[src/rtl/tdm_frame_scheduler.sv]
// TDM frame scheduler: generates the serial bit tick, walks slots 0..act_mode-1,
// pulls one byte per slot over valid/ready and shifts it out MSB-first.
module tdm_frame_scheduler #(
    parameter int          CLK_DIV     = 100,
    parameter logic [7:0]  IDLE_BYTE   = 8'h00,
    parameter int          FRAME_CNT_W = 16
) (
    input  logic                   clk,
    input  logic                   rst,
    input  logic [1:0]             mode,
    input  logic [23:0]            ch_data,
    input  logic [2:0]             ch_valid,
    output logic [2:0]             ch_ready,
    output logic                   ser_data,
    output logic                   ser_sync,
    output logic [1:0]             slot_id,
    output logic                   frame_done,
    output logic                   underrun,
    output logic [FRAME_CNT_W-1:0] frame_cnt
);

    localparam int DIV_W = $clog2(CLK_DIV);

    typedef enum logic [1:0] {IDLE, LOAD, SHIFT, FRAME_END} state_t;

    state_t           state;
    state_t           next_state;
    logic [DIV_W-1:0] divider;
    logic             tick;
    logic [1:0]       act_mode;
    logic [1:0]       slot;
    logic [1:0]       last_slot;
    logic [7:0]       shreg;
    logic [2:0]       bitcnt;
    logic             sel_valid;
    logic [7:0]       sel_byte;
    logic [2:0]       sel_onehot;

    assign tick      = (divider == DIV_W'(CLK_DIV - 1));
    assign last_slot = act_mode - 2'd1;

    // Free-running bit-period divider; tick marks the last clk of each period.
    always_ff @(posedge clk) begin
        if (rst) begin
            divider <= '0;
        end else if (tick) begin
            divider <= '0;
        end else begin
            divider <= divider + DIV_W'(1);
        end
    end

    // Route the channel owning the current slot onto a common select path.
    always_comb begin
        sel_valid  = 1'b0;
        sel_byte   = IDLE_BYTE;
        sel_onehot = 3'b000;
        case (slot)
            2'd0: begin
                sel_valid  = ch_valid[0];
                sel_byte   = ch_data[7:0];
                sel_onehot = 3'b001;
            end
            2'd1: begin
                sel_valid  = ch_valid[1];
                sel_byte   = ch_data[15:8];
                sel_onehot = 3'b010;
            end
            2'd2: begin
                sel_valid  = ch_valid[2];
                sel_byte   = ch_data[23:16];
                sel_onehot = 3'b100;
            end
            default: ;
        endcase
    end

    // Scheduler state register.
    always_ff @(posedge clk) begin
        if (rst) begin
            state <= IDLE;
        end else begin
            state <= next_state;
        end
    end

    // Next-state logic plus the single-clk handshake and status strobes.
    always_comb begin
        next_state = state;
        ch_ready   = 3'b000;
        underrun   = 1'b0;
        frame_done = 1'b0;
        case (state)
            IDLE: begin
                if (tick && mode != 2'd0) begin
                    next_state = LOAD;
                end
            end
            LOAD: begin
                ch_ready   = sel_valid ? sel_onehot : 3'b000;
                underrun   = !sel_valid;
                next_state = SHIFT;
            end
            SHIFT: begin
                if (tick && bitcnt == 3'd7) begin
                    next_state = (slot < last_slot) ? LOAD : FRAME_END;
                end
            end
            FRAME_END: begin
                frame_done = 1'b1;
                next_state = (mode != 2'd0) ? LOAD : IDLE;
            end
            default: next_state = IDLE;
        endcase
    end

    // Datapath: byte capture, serial shifting, slot walk and frame counting.
    always_ff @(posedge clk) begin
        if (rst) begin
            ser_data  <= 1'b0;
            ser_sync  <= 1'b0;
            slot_id   <= 2'd0;
            frame_cnt <= '0;
            act_mode  <= 2'd0;
            slot      <= 2'd0;
            shreg     <= 8'h00;
            bitcnt    <= 3'd0;
        end else begin
            case (state)
                IDLE: begin
                    if (tick) begin
                        ser_data <= 1'b0;
                        ser_sync <= 1'b0;
                        if (mode != 2'd0) begin
                            act_mode <= mode;
                            slot     <= 2'd0;
                        end
                    end
                end
                LOAD: begin
                    shreg <= sel_valid ? sel_byte : IDLE_BYTE;
                end
                SHIFT: begin
                    if (tick) begin
                        ser_data <= shreg[7];
                        shreg    <= {shreg[6:0], 1'b0};
                        slot_id  <= slot;
                        ser_sync <= (slot == 2'd0) && (bitcnt == 3'd0);
                        bitcnt   <= bitcnt + 3'd1;
                        if (bitcnt == 3'd7 && slot < last_slot) begin
                            slot <= slot + 2'd1;
                        end
                    end
                end
                FRAME_END: begin
                    frame_cnt <= frame_cnt + FRAME_CNT_W'(1);
                    slot      <= 2'd0;
                    if (mode != 2'd0) begin
                        act_mode <= mode;
                    end
                end
                default: ;
            endcase
        end
    end

endmodule

[config.mk]
export PLATFORM = sky130hd
export DESIGN_NAME = tdm_frame_scheduler
export DESIGN_NICKNAME = d
export VERILOG_FILES = /design/src/rtl/tdm_frame_scheduler.sv
export SDC_FILE = /design/constraint.sdc
export NUM_CORES = 1
export LEC_CHECK = 0
export BUFFER_PORTS_ARGS = -buffer_cell sky130_fd_sc_hd__buf_2
export CORE_MARGIN = 2
export CORE_UTILIZATION = 57
export CTS_BUF_LIST = sky130_fd_sc_hd__clkbuf_16
export CTS_CLUSTER_DIAMETER = 30
export CTS_CLUSTER_SIZE = 8
export DETAILED_ROUTE_END_ITERATION = 10
export PLACE_DENSITY = 0.85
export SLEW_MARGIN = 20
export SYNTH_ARGS = -nofsm -noshare
export SYNTH_HDL_FRONTEND = slang
export SYNTH_SLANG_ARGS = --single-unit
export TNS_END_PERCENT = 50
[constraint.sdc]
create_clock -name clk -period 3.5 [get_ports clk]
set_input_delay 1.05 -clock clk [delete_from_list [all_inputs] [get_ports clk]]
set_output_delay 1.05 -clock clk [all_outputs]
set_load 0.005 [all_outputs]
* Word level (Yosys, flattened, before mapping) *
Index checks and enable logic that the tools add are counted.

storage, ports and cells
  register bits = 44
  bits of input ports = 31
  output and inout bits = 25
  word-level logic and storage cells = 77

operators by class
  add/subtract/negate cells = 5
  order comparisons = 1
  equal/unequal tests = 13
  multiplexer cells = 28
  reduce and logical (&&, ||, !) cells = 20

operators by type and width
  operator                 count
  $pmux W8 S3              1
  $mux W2                  9
  $add A16 B1 Y16 const B  1
  $mux W8                  2
  $pmux W8 S2              1
  $ne A2 B2 Y1 const B     6
  $pmux W3 S3              1
  $pmux W2 S4              1
  $reduce_and A2 Y1        4
  $reduce_bool A2 Y1       4
  $add A7 B1 Y7 const B    1
  $eq A7 B7 Y1 const B     1
  $eq A2 B2 Y1 const B     3
  $mux W1                  6
  $mux W3                  2
  $pmux W2 S3              1
  $reduce_and A5 Y1        1
  $eq A2 B1 Y1 const B     2
  $logic_and A1 B1 Y1      4
  $logic_not A2 Y1         2
  $pmux W1 S2              2
  $pmux W2 S2              1
  $add A3 B1 Y3 const B    1
  $eq A3 B3 Y1 const B     1
  other kinds (9)          9

* Logic depth before layout (Yosys ltp) *
Gate-level depths: netlist (run 1).

  word-level depth = 6
  mapped depth = 8
  gate-level depth less buffers = 6

* Worst setup path before layout (run 1) *
Ideal clock, no wire load.

  path kind = in2out
  start point = input port ch_valid[1]
  end point = output port ch_ready[0]
  arrival = 1,897 ps
  data required time = 2,450 ps
  path slack = 553 ps
  stages on the path = 4
  path buffers = 1
  cells stage by stage = a222oi_1 clkbuf_1 nor3_1 and2_1

on the way
  cells in the longest elaborated chain, start to end = 3

ends and longest elaborated chain
  item                line  RTL
  start: declaration  12    input logic [2:0] ch_valid,
  $pmux W1 S3         58    case (slot)
  $mux W3             100   ch_ready = sel_valid ? sel_onehot : 3'b000;
  $mux W3             93    case (state)
  end: declaration    13    output logic [2:0] ch_ready,

No other way between the ends.

* Worst setup path in the final report (run 1) *
  start point = register slot[0]
  end point = output port underrun

on the way
  cells in the longest elaborated chain, start to end = 4
  elaborated cells on any way between the ends = 6
  those cells by class = eq/ne: 2; mux: 2; reduce/logical: 2

ends and longest elaborated chain
  item                                        line  RTL
  start: declaration                          31    logic [1:0] slot;
  start signal: assignment                    151   slot <= slot + 2'd1;
  $eq A2 B2 Y1, or another cell as far along  58
  $pmux W1 S3 (*)                             58
  $logic_not A1 Y1 (*)                        101   underrun = !sel_valid;
  $mux W1 (*)                                 93
  end: declaration                            18    output logic underrun,

Every way passes the cells marked *; elsewhere a longest branch is shown, timed or not.

==> results of run 1 <==
-- path summary, 6_finish.rpt --
path,depth (start not counted),end,startpoint
max,7,underrun,slot[0]
min reg2reg,1,divider[0],divider[0]
max reg2reg,7,shreg[5],slot[0]
min,1,divider[0],divider[0]
-- critical path: stages (launching register included) --
cell	delay (ps)
dfxtp_1	460
inv_1	110
ha_1	340
a222oi_1	430
buf_4	230
nor2_1	40
nor2_1	80
buf_2	110
-- cell families after synthesis --
logic type      count (synthesis)  share of synthesized area [%]
fa+ha+maj                      10                           5.50
buf+inv                        27                           4.79
mux                             4                           1.82
compound gates                 50                           15.3
xor+xnor                       19                           7.32
flops                          44                           38.7
simple gates                  116                           26.5
-- power by group through the flow --
| stage | Sequential [mW] | Combinational [mW] | Clock [mW] |
|---|---|---|---|
| global route | 0.507 | 0.0519 | 0.464 |
| global placement | 0.517 | 0.0457 | 0 |
| floorplan | 0.517 | 0.0239 | 0 |
| detailed placement | 0.518 | 0.0466 | 0 |
| CTS | 0.506 | 0.0470 | 0.440 |
| finish | 0.507 | 0.0465 | 0.428 |
-- layout by cell type, fill, tap and decap left out, types with 3 or more instances in the layout --
cell type / count
xnor2_1: 12
dfxtp_1: 44
nor2b_1: 4
nand2b_1: 6
nand3_1: 12
mux2i_1: 3
a211oi_1: 7
nand2_1: 16
xor2_1: 7
inv_1: 14
ha_1: 10
and2_1: 4
o21ai_0: 5
nor4_1: 10
nor3_1: 6
buf_2: 55
or3_1: 3
nand4_1: 4
a222oi_1: 9
clkbuf_16: 5
nor2_1: 40
a21oi_1: 16
-- cell type report --
| cell class | count | area share [%] |
|---|---|---|
| repair buffers | 57 | 10.8 |
| clock buffers | 5 | 4.64 |
| well taps | 48 | 2.23 |
| clock inverters | 3 | 0.417 |
| inverters | 12 | 1.67 |
| multi-input cells | 199 | 47.6 |
| flip-flops and latches | 44 | 32.7 |
-- routing by layer --
layer	part of all wire (%)	GRT usage, %
met1	45	27.2
met2	46	38.7
met3	6.8	4.50
met4	2.0	9.95
met5	0	0
-- metrics by stage --
step                setup slack, ps  util (%)  hold slack (ps)  cells
detailed placement              450      68.4              437    360
floorplan                       553         -              418    270
finish                          377      72.1              443    368
CTS                             368      72.1              450    368
global route                    167      72.1              474    368
global placement                447      68.4              430    360
-- sequential cells by signal, indices dropped and copies added, names as in the netlist --
name	cells
act_mode	2
bitcnt	3
ser_sync	1
ser_data	1
slot	2
divider	7
slot_id	2
frame_cnt	16
state	2
shreg	8
==> results.sh, run 1 <==
export IMPL_drc_errors=0
export IMPL_numCtsBuffers=5
export IMPL_cts_clk_slew_worst_paths_ps=60
export IMPL_grt_pass1_wl_um=7900
export IMPL_multiInputGateArea_mm2=0.00128
export IMPL_drt_pass1_iterations=4
export IMPL_synth_edf_count=0
export IMPL_hold_path_class="reg2reg"
export IMPL_initial_utilization_pct=60.8
export IMPL_swShare_pct=20.2
export IMPL_synthArstFlopShare_pct=0
export IMPL_crit_fanout=11
export IMPL_io_pins=56
export IMPL_drive_above_1_share_pct=22.2
export IMPL_avgSynthCellArea_um2=8.42
export IMPL_grt_usage_pct=22.5
export IMPL_ys_seq_area_share_pct=38.7
export IMPL_area_growth_pct=18.6
export IMPL_detail_route_antenna_nets=0
export IMPL_cts_resized_gates=0
export IMPL_routabilityCongestion=0.837
export IMPL_cts_sinks=44
export IMPL_cp_start_kind="flop"
export IMPL_fin_nets=360
export IMPL_syn_area_mm2=0.00227
export IMPL_viasPerCell=5.76
export IMPL_p_int_mw=0.783
export IMPL_antenna_cells=0
export IMPL_max_slew_margin_pct=52.1
export IMPL_crit_type="reg2out"
export IMPL_peakVddDrop_mv=0.359
export IMPL_synthTopCellsByArea="dfxtp_1, nor2_1, ha_1, xnor2_1, a222oi_1"
export IMPL_seq_area_um2=881
export IMPL_hpwl_um=3420
export IMPL_cts_root_buffer="clkbuf_16"
export IMPL_grt_overflow_total=0
export IMPL_status="finished, final reports clean"
export IMPL_cts_max_level=2
export IMPL_num_rows=22
export IMPL_n_fill_cell=306
export IMPL_finalSetupViolCount=0
export IMPL_regToRegSetupSlack_ps=1490
export IMPL_synth_top_area_cell="dfxtp_1"
export IMPL_maxSlewViolCount=0
export IMPL_p_leak_nw=1.11
export IMPL_power_frac_comb_pct=4.7
export IMPL_arrival_ps=2070
export IMPL_yosysMostFrequentCell="dfxtp_1"
export IMPL_die_area_mm2=0.00451
export IMPL_seq_power_share_pct=51.6
export IMPL_final_area_mm2=0.00270
export IMPL_maxCapViolCount=0
export IMPL_p_per_area_mw_per_mm2=364
export IMPL_setup_tns_ps=0
export IMPL_grt_max_degree=44
export IMPL_place_area_mm2=0.00256
export IMPL_synth_ff_type="dfxtp_1"
export IMPL_die_h_um=67.2
export IMPL_cts_tree="built"
export IMPL_cts_hold_buffers=0
export IMPL_worst_slew_pin_slew_ps=718
export IMPL_syn_instance_count=270
export IMPL_drt_iter0_drc=114
export IMPL_dr_total_vias=2120
export IMPL_portBuffers=55
export IMPL_cp_required_ps=2450
export IMPL_ys_top_cells_by_count="dfxtp_1, nor2_1, a21oi_1, nand2_1"
export IMPL_synth_seq_cells=44
export IMPL_grt_antenna_before_repair=0
export IMPL_wirelength_um=4750
export IMPL_grt_pass1_vias=1866
export IMPL_hold_viol=0
export IMPL_postCtsSetupRepairBufs=0
export IMPL_yosysWarnings=0
export IMPL_die_width_um=67.2
export IMPL_fp_coreArea_mm2=0.00374
export IMPL_power_total_mw=0.982
export IMPL_synth_top_area_share_pct=38.7
export IMPL_netSwitchingPower_mw=0.198
export IMPL_period_share_pct=89.2
export IMPL_clk_latency_ps=280
export IMPL_fmax_mhz=320
export IMPL_clockPowerShare_pct=43.6
export IMPL_ys_types=41
export IMPL_critPathCaptureType="output port"
export IMPL_rsz0062_at_grt="no"
export IMPL_post_drt_wl_per_cell_um=12.9
export IMPL_cts_buffer_depth=2
export IMPL_worst_clock_skew_ps=2.28
export IMPL_synth_nets=311
export IMPL_period_needed_ps=3120
(Power assumes the default switching activity.)
==> inputs of run 2 (changes only) <==
- ABC_AREA: not set -> 1
- PLACE_DENSITY: 0.85 -> 0.84
==> results.sh, run 2 <==
export IMPL_slowest_delay_ps=430
export IMPL_synth_edf_count=0
export IMPL_antenna_cells=0
export IMPL_cts_clk_slew_worst_paths_ps=60
export IMPL_place_area_mm2=0.00262
export IMPL_crit_family="simple AND/OR/NAND/NOR gates"
export IMPL_worst_clock_skew_ps=4.84
export IMPL_p_leak_nw=1.28
export IMPL_cts_resized_gates=0
export IMPL_status="finished, final reports clean"
export IMPL_synth_top_area_cell="dfxtp_1"
export IMPL_num_rows=23
export IMPL_maxCapViolCount=0
export IMPL_initial_utilization_pct=58.9
export IMPL_ys_types=26
export IMPL_largest_reg_flops=16
export IMPL_crit_type="reg2out"
export IMPL_hpwl_um=3850
export IMPL_drt_iter0_drc=105
export IMPL_grt_overflow_total=0
export IMPL_power_frac_comb_pct=15.5
export IMPL_wirelength_um=5070
export IMPL_syn_instance_count=346
export IMPL_hold_end="divider[0]"
export IMPL_crit_fanout=11
export IMPL_cts_root_buffer="clkbuf_16"
export IMPL_io_pins=56
export IMPL_synth_seq_cells=44
export IMPL_fin_nets=439
export IMPL_period_share_pct=85.2
export IMPL_synthTopCellsByArea="dfxtp_1, nand2_1, a21oi_1, nor2_1, inv_1"
export IMPL_yosysWarnings=0
export IMPL_cp_start_kind="flop"
export IMPL_die_area_mm2=0.00464
export IMPL_period_needed_ps=2980
export IMPL_dp_cells=441
export IMPL_final_cells=449
export IMPL_cts_max_level=2
export IMPL_regToRegSetupSlack_ps=1740
export IMPL_grt_max_degree=30
export IMPL_clockPowerShare_pct=39.1
export IMPL_die_h_um=68.1
export IMPL_seq_power_share_pct=45.5
export IMPL_setup_ws_ps=517
export IMPL_swShare_pct=27.7
export IMPL_critPathCaptureType="output port"
export IMPL_hold_viol=0
export IMPL_synth_nets=387
export IMPL_post_place_ws_ps=611
export IMPL_hold_path_class="reg2reg"
export IMPL_final_core_util_pct=69.6
export IMPL_p_int_mw=0.845
export IMPL_peakVddDrop_mv=0.335
export IMPL_slowest_stage="dfxtp_1"
export IMPL_cp_required_ps=2450
export IMPL_critPathLaunch="slot[0]"
export IMPL_setup_tns_ps=0
export IMPL_postCtsSetupRepairBufs=0
export IMPL_grt_antenna_before_repair=0
export IMPL_whs_ps=467
export IMPL_path_cells="inv_1 -> ha_1 -> nand2_1 -> nand3_1 -> nand2_1 -> inv_1 -> nor2_1 -> buf_2"
export IMPL_portBuffers=55
export IMPL_cts_buffer_depth=2
export IMPL_top_regs="frame_cnt (16), shreg (8), divider (7)"
export IMPL_power_total_mw=1.17
export IMPL_grt_usage_pct=23.8
export IMPL_finalSetupViolCount=0
export IMPL_grt_pass1_wl_um=8470
export IMPL_clk_latency_ps=290
export IMPL_viasPerCell=5.20
export IMPL_ys_top_cells_by_count="nand2_1, dfxtp_1, nor2_1, inv_1, a21oi_1"
export IMPL_r2r_end="shreg[4]"
export IMPL_synth_top_area_share_pct=37.6
export IMPL_p_per_area_mw_per_mm2=423
export IMPL_synthArstFlopShare_pct=0
export IMPL_syn_area_mm2=0.00234
export IMPL_worst_slew_pin_slew_ps=767
export IMPL_dr_total_vias=2334
export IMPL_top_register="frame_cnt"
export IMPL_drive_above_1_share_pct=18.5
export IMPL_cts_tree="built"
export IMPL_netSwitchingPower_mw=0.323
export IMPL_drc_errors=0
export IMPL_fmax_mhz=335
export IMPL_final_area_mm2=0.00277
export IMPL_numCtsBuffers=5
export IMPL_drt_pass1_iterations=4
export IMPL_grt_pass1_vias=2121
export IMPL_post_drt_wl_per_cell_um=11.3
export IMPL_detail_route_antenna_nets=0
export IMPL_cts_sinks=44
export IMPL_max_slew_margin_pct=48.8
export IMPL_synth_ff_type="dfxtp_1"
export IMPL_final_common_cell="nand2_1"
export IMPL_die_width_um=68.1
export IMPL_fp_coreArea_mm2=0.00397
export IMPL_area_growth_pct=18.1
export IMPL_hold_path_cell_count=1
export IMPL_timing_rr_start="slot[0]"
export IMPL_layout_common_cells="nand2_1, buf_2, dfxtp_1"
export IMPL_rsz0062_at_grt="no"
export IMPL_cts_hold_buffers=0
export IMPL_yosysMostFrequentCell="nand2_1"
export IMPL_avgSynthCellArea_um2=6.77
export IMPL_min_delay_start="divider[0]"
export IMPL_ys_seq_area_share_pct=37.6
export IMPL_r2r_cells=8
export IMPL_arrival_ps=1930
export IMPL_maxSlewViolCount=0
export IMPL_crit_buf_inv=3
export IMPL_routabilityCongestion=0.781
## run 2: cell count changes in the layout (fill, tap and decap cells not counted), moves of 6 or more
cell	change
nand2_1	+71
a21oi_1	+20
nand3_1	+12
a211oi_1	-7
nand2b_1	-6
xnor2_1	-11
inv_1	+25
o21ai_0	+19
xor2_1	-6
a222oi_1	-9
nor4_1	-10
## run 2: how the worst max path moves through the flow
stage	endpoint	slack (ps)	cells after the start
floorplan	underrun	890	6
global placement	underrun	650	7
detailed placement	underrun	610	7
CTS	underrun	540	8
global route	underrun	360	8
finish	underrun	520	8
## run 2: layer usage
layer  vias to the layer above  wire (um)  track usage, %
li1                       1221          -               -
met1                      1060       2270            27.1
met2                        47       2470            42.6
met3                         6        266            5.59
met4                         0         63            9.00
met5                         -          0               0
## run 2: cells by family (layout without fill, tap and decap cells)
kind of cell	after synthesis	in the layout	synth area share (%)
simple gates	178	178	34.0
xor+xnor	2	2	0.748
compound gates	62	62	13.4
fa+ha+maj	10	10	5.34
buf+inv	50	103	8.87
flops	44	44	37.6
## run 2: power groups by stage
stage               sequential (mW)  combinational (mW)  clock [mW]
floorplan                     0.539               0.143           0
global placement              0.541               0.176           0
detailed placement            0.542               0.181           0
CTS                           0.531               0.181       0.461
global route                  0.534               0.210       0.477
finish                        0.531               0.181       0.457
## run 2: cell type report
class | count | area (um2)
Timing Repair Buffer | 55 | 275
Clock buffer | 5 | 125
Fill cell | 342 | 1210
Inverter | 40 | 150
Multi-Input combinational cell | 252 | 1250
Sequential cell | 44 | 881
Clock inverter | 3 | 18.8
Tap cell | 50 | 62.6
==> inputs of run 3 (changes only) <==
- CORE_UTILIZATION: 57 -> 53
- PLACE_DENSITY: 0.84 -> 0.79
- clock period: 3.5 -> 3.4 ns (I/O delays scaled with it)
==> results.sh, run 3 (synthesized netlist as in run 2, its figures left out) <==
export IMPL_cp_start_kind="flop"
export IMPL_critPathCaptureType="output port"
export IMPL_p_leak_nw=1.32
export IMPL_crit_fanout=11
export IMPL_grt_pass1_vias=2248
export IMPL_antenna_cells=0
export IMPL_initial_utilization_pct=54.5
export IMPL_setup_tns_ps=0
export IMPL_top_register="frame_cnt"
export IMPL_dr_total_vias=2343
export IMPL_swShare_pct=24.2
export IMPL_final_area_mm2=0.00282
export IMPL_drive_above_1_share_pct=18.8
export IMPL_post_place_ws_ps=540
export IMPL_cts_root_buffer="clkbuf_16"
export IMPL_slowest_delay_ps=420
export IMPL_cts_resized_gates=0
export IMPL_final_core_util_pct=65.6
export IMPL_peakVddDrop_mv=0.347
export IMPL_io_pins=56
export IMPL_crit_buf_inv=3
export IMPL_dp_cells=444
export IMPL_layout_common_cells="nand2_1, buf_2, dfxtp_1"
export IMPL_post_drt_wl_per_cell_um=11.7
export IMPL_crit_family="simple AND/OR/NAND/NOR gates"
export IMPL_final_cells=451
export IMPL_path_cells="inv_1 -> ha_1 -> nand2_1 -> nand3_1 -> nand2_1 -> inv_1 -> nor2_1 -> buf_2"
export IMPL_die_area_mm2=0.00496
export IMPL_detail_route_antenna_nets=0
export IMPL_cts_max_level=2
export IMPL_p_per_area_mw_per_mm2=477
export IMPL_drt_pass1_iterations=5
export IMPL_finalSetupViolCount=0
export IMPL_cts_tree="built"
export IMPL_rsz0062_at_grt="no"
export IMPL_period_needed_ps=2960
export IMPL_cp_required_ps=2380
export IMPL_seq_area_um2=881
export IMPL_fp_coreArea_mm2=0.00429
export IMPL_die_h_um=70.5
export IMPL_p_int_mw=1.02
export IMPL_cts_hold_buffers=0
export IMPL_fin_nets=440
export IMPL_multiInputGateArea_mm2=0.00125
export IMPL_worst_slew_pin_slew_ps=500
export IMPL_final_common_cell="nand2_1"
export IMPL_portBuffers=55
export IMPL_numCtsBuffers=5
export IMPL_clk_latency_ps=280
export IMPL_regToRegSetupSlack_ps=1650
export IMPL_cts_clk_slew_worst_paths_ps=60
export IMPL_hpwl_um=3930
export IMPL_power_frac_comb_pct=14.1
export IMPL_grt_pass1_wl_um=9320
export IMPL_crit_type="reg2out"
export IMPL_grt_usage_pct=23.0
export IMPL_grt_max_degree=20
export IMPL_drc_errors=0
export IMPL_die_width_um=70.5
export IMPL_clockPowerShare_pct=45.1
export IMPL_largest_reg_flops=16
export IMPL_place_area_mm2=0.00263
export IMPL_routabilityCongestion=0.831
export IMPL_viasPerCell=5.20
export IMPL_max_slew_margin_pct=66.6
export IMPL_status="finished, final reports clean"
export IMPL_netSwitchingPower_mw=0.325
export IMPL_drt_iter0_drc=144
export IMPL_grt_overflow_total=0
export IMPL_period_share_pct=87.0
export IMPL_slowest_stage="dfxtp_1"
export IMPL_cts_sinks=44
export IMPL_hold_path_class="reg2reg"
export IMPL_num_rows=24
export IMPL_worst_clock_skew_ps=3.21
export IMPL_maxCapViolCount=0
export IMPL_fmax_mhz=338
export IMPL_arrival_ps=1940
export IMPL_postCtsSetupRepairBufs=0
export IMPL_area_growth_pct=20.3
export IMPL_cts_buffer_depth=2
export IMPL_top_regs="frame_cnt (16), shreg (8), divider (7)"
export IMPL_wirelength_um=5280
export IMPL_hold_viol=0
export IMPL_maxSlewViolCount=0
export IMPL_setup_ws_ps=440
export IMPL_grt_antenna_before_repair=0
export IMPL_n_fill_cell=389
export IMPL_seq_power_share_pct=40.8
[run 3: changes by cell type in the layout (fill, tap and decap cells not counted), sizes merged]
cell / delta
clkinvlp: -2
clkinv: -1
buf: +1
bufinv: +2
[run 3: final timing paths]
| path | from | depth (start not counted) | to |
|---|---|---|---|
| worst min-delay path | slot_id[0] | 2 | slot_id[0] |
| worst min register to register | slot_id[0] | 2 | slot_id[0] |
| worst max-delay path | slot[0] | 8 | underrun |
| worst max register to register | slot[0] | 8 | shreg[5] |
[run 3: worst reg2reg max path, stage by stage, from the launching register on]
cell and delay (ps):
dfxtp_1 420, inv_1 110, ha_1 350, nand2_1 110
nand3_1 70, nand2_1 260, nor2_1 100, a21oi_1 140
a21oi_1 70
[run 3: metrics by stage]
step / power [mW] / hold WS [ps]
final: 1.34 / 471
after global routing: 1.40 / 508
after CTS: 1.35 / 474
after detailed placement: 0.746 / 456
after global placement: 0.743 / 446
after floorplan: 0.702 / 430
[run 3: layout make-up]
class,count,share of cell area [%]
multi-input cells,252,44.5
flip-flops and latches,44,31.3
repair buffers,56,10.0
inverters,40,5.33
clock buffers,5,4.44
well taps,52,2.31
clock inverters,2,2.13
[run 3: per-layer routing]
| layer | vias to the layer above | GRT usage [%] | routed length, um |
|---|---|---|---|
| li1 | 1218 | - | - |
| met1 | 1078 | 26.8 | 2330 |
| met2 | 41 | 41.9 | 2700 |
| met3 | 6 | 4.76 | 179 |
| met4 | 0 | 7.05 | 63 |
| met5 | - | 0 | 0 |
[run 3: power groups by stage]
stage | Clock [mW] | Sequential (mW) | Combinational (mW)
after detailed placement | 0 | 0.558 | 0.188
final | 0.606 | 0.547 | 0.190
after global routing | 0.633 | 0.549 | 0.222
after floorplan | 0 | 0.555 | 0.147
after global placement | 0 | 0.557 | 0.185
after CTS | 0.617 | 0.547 | 0.190
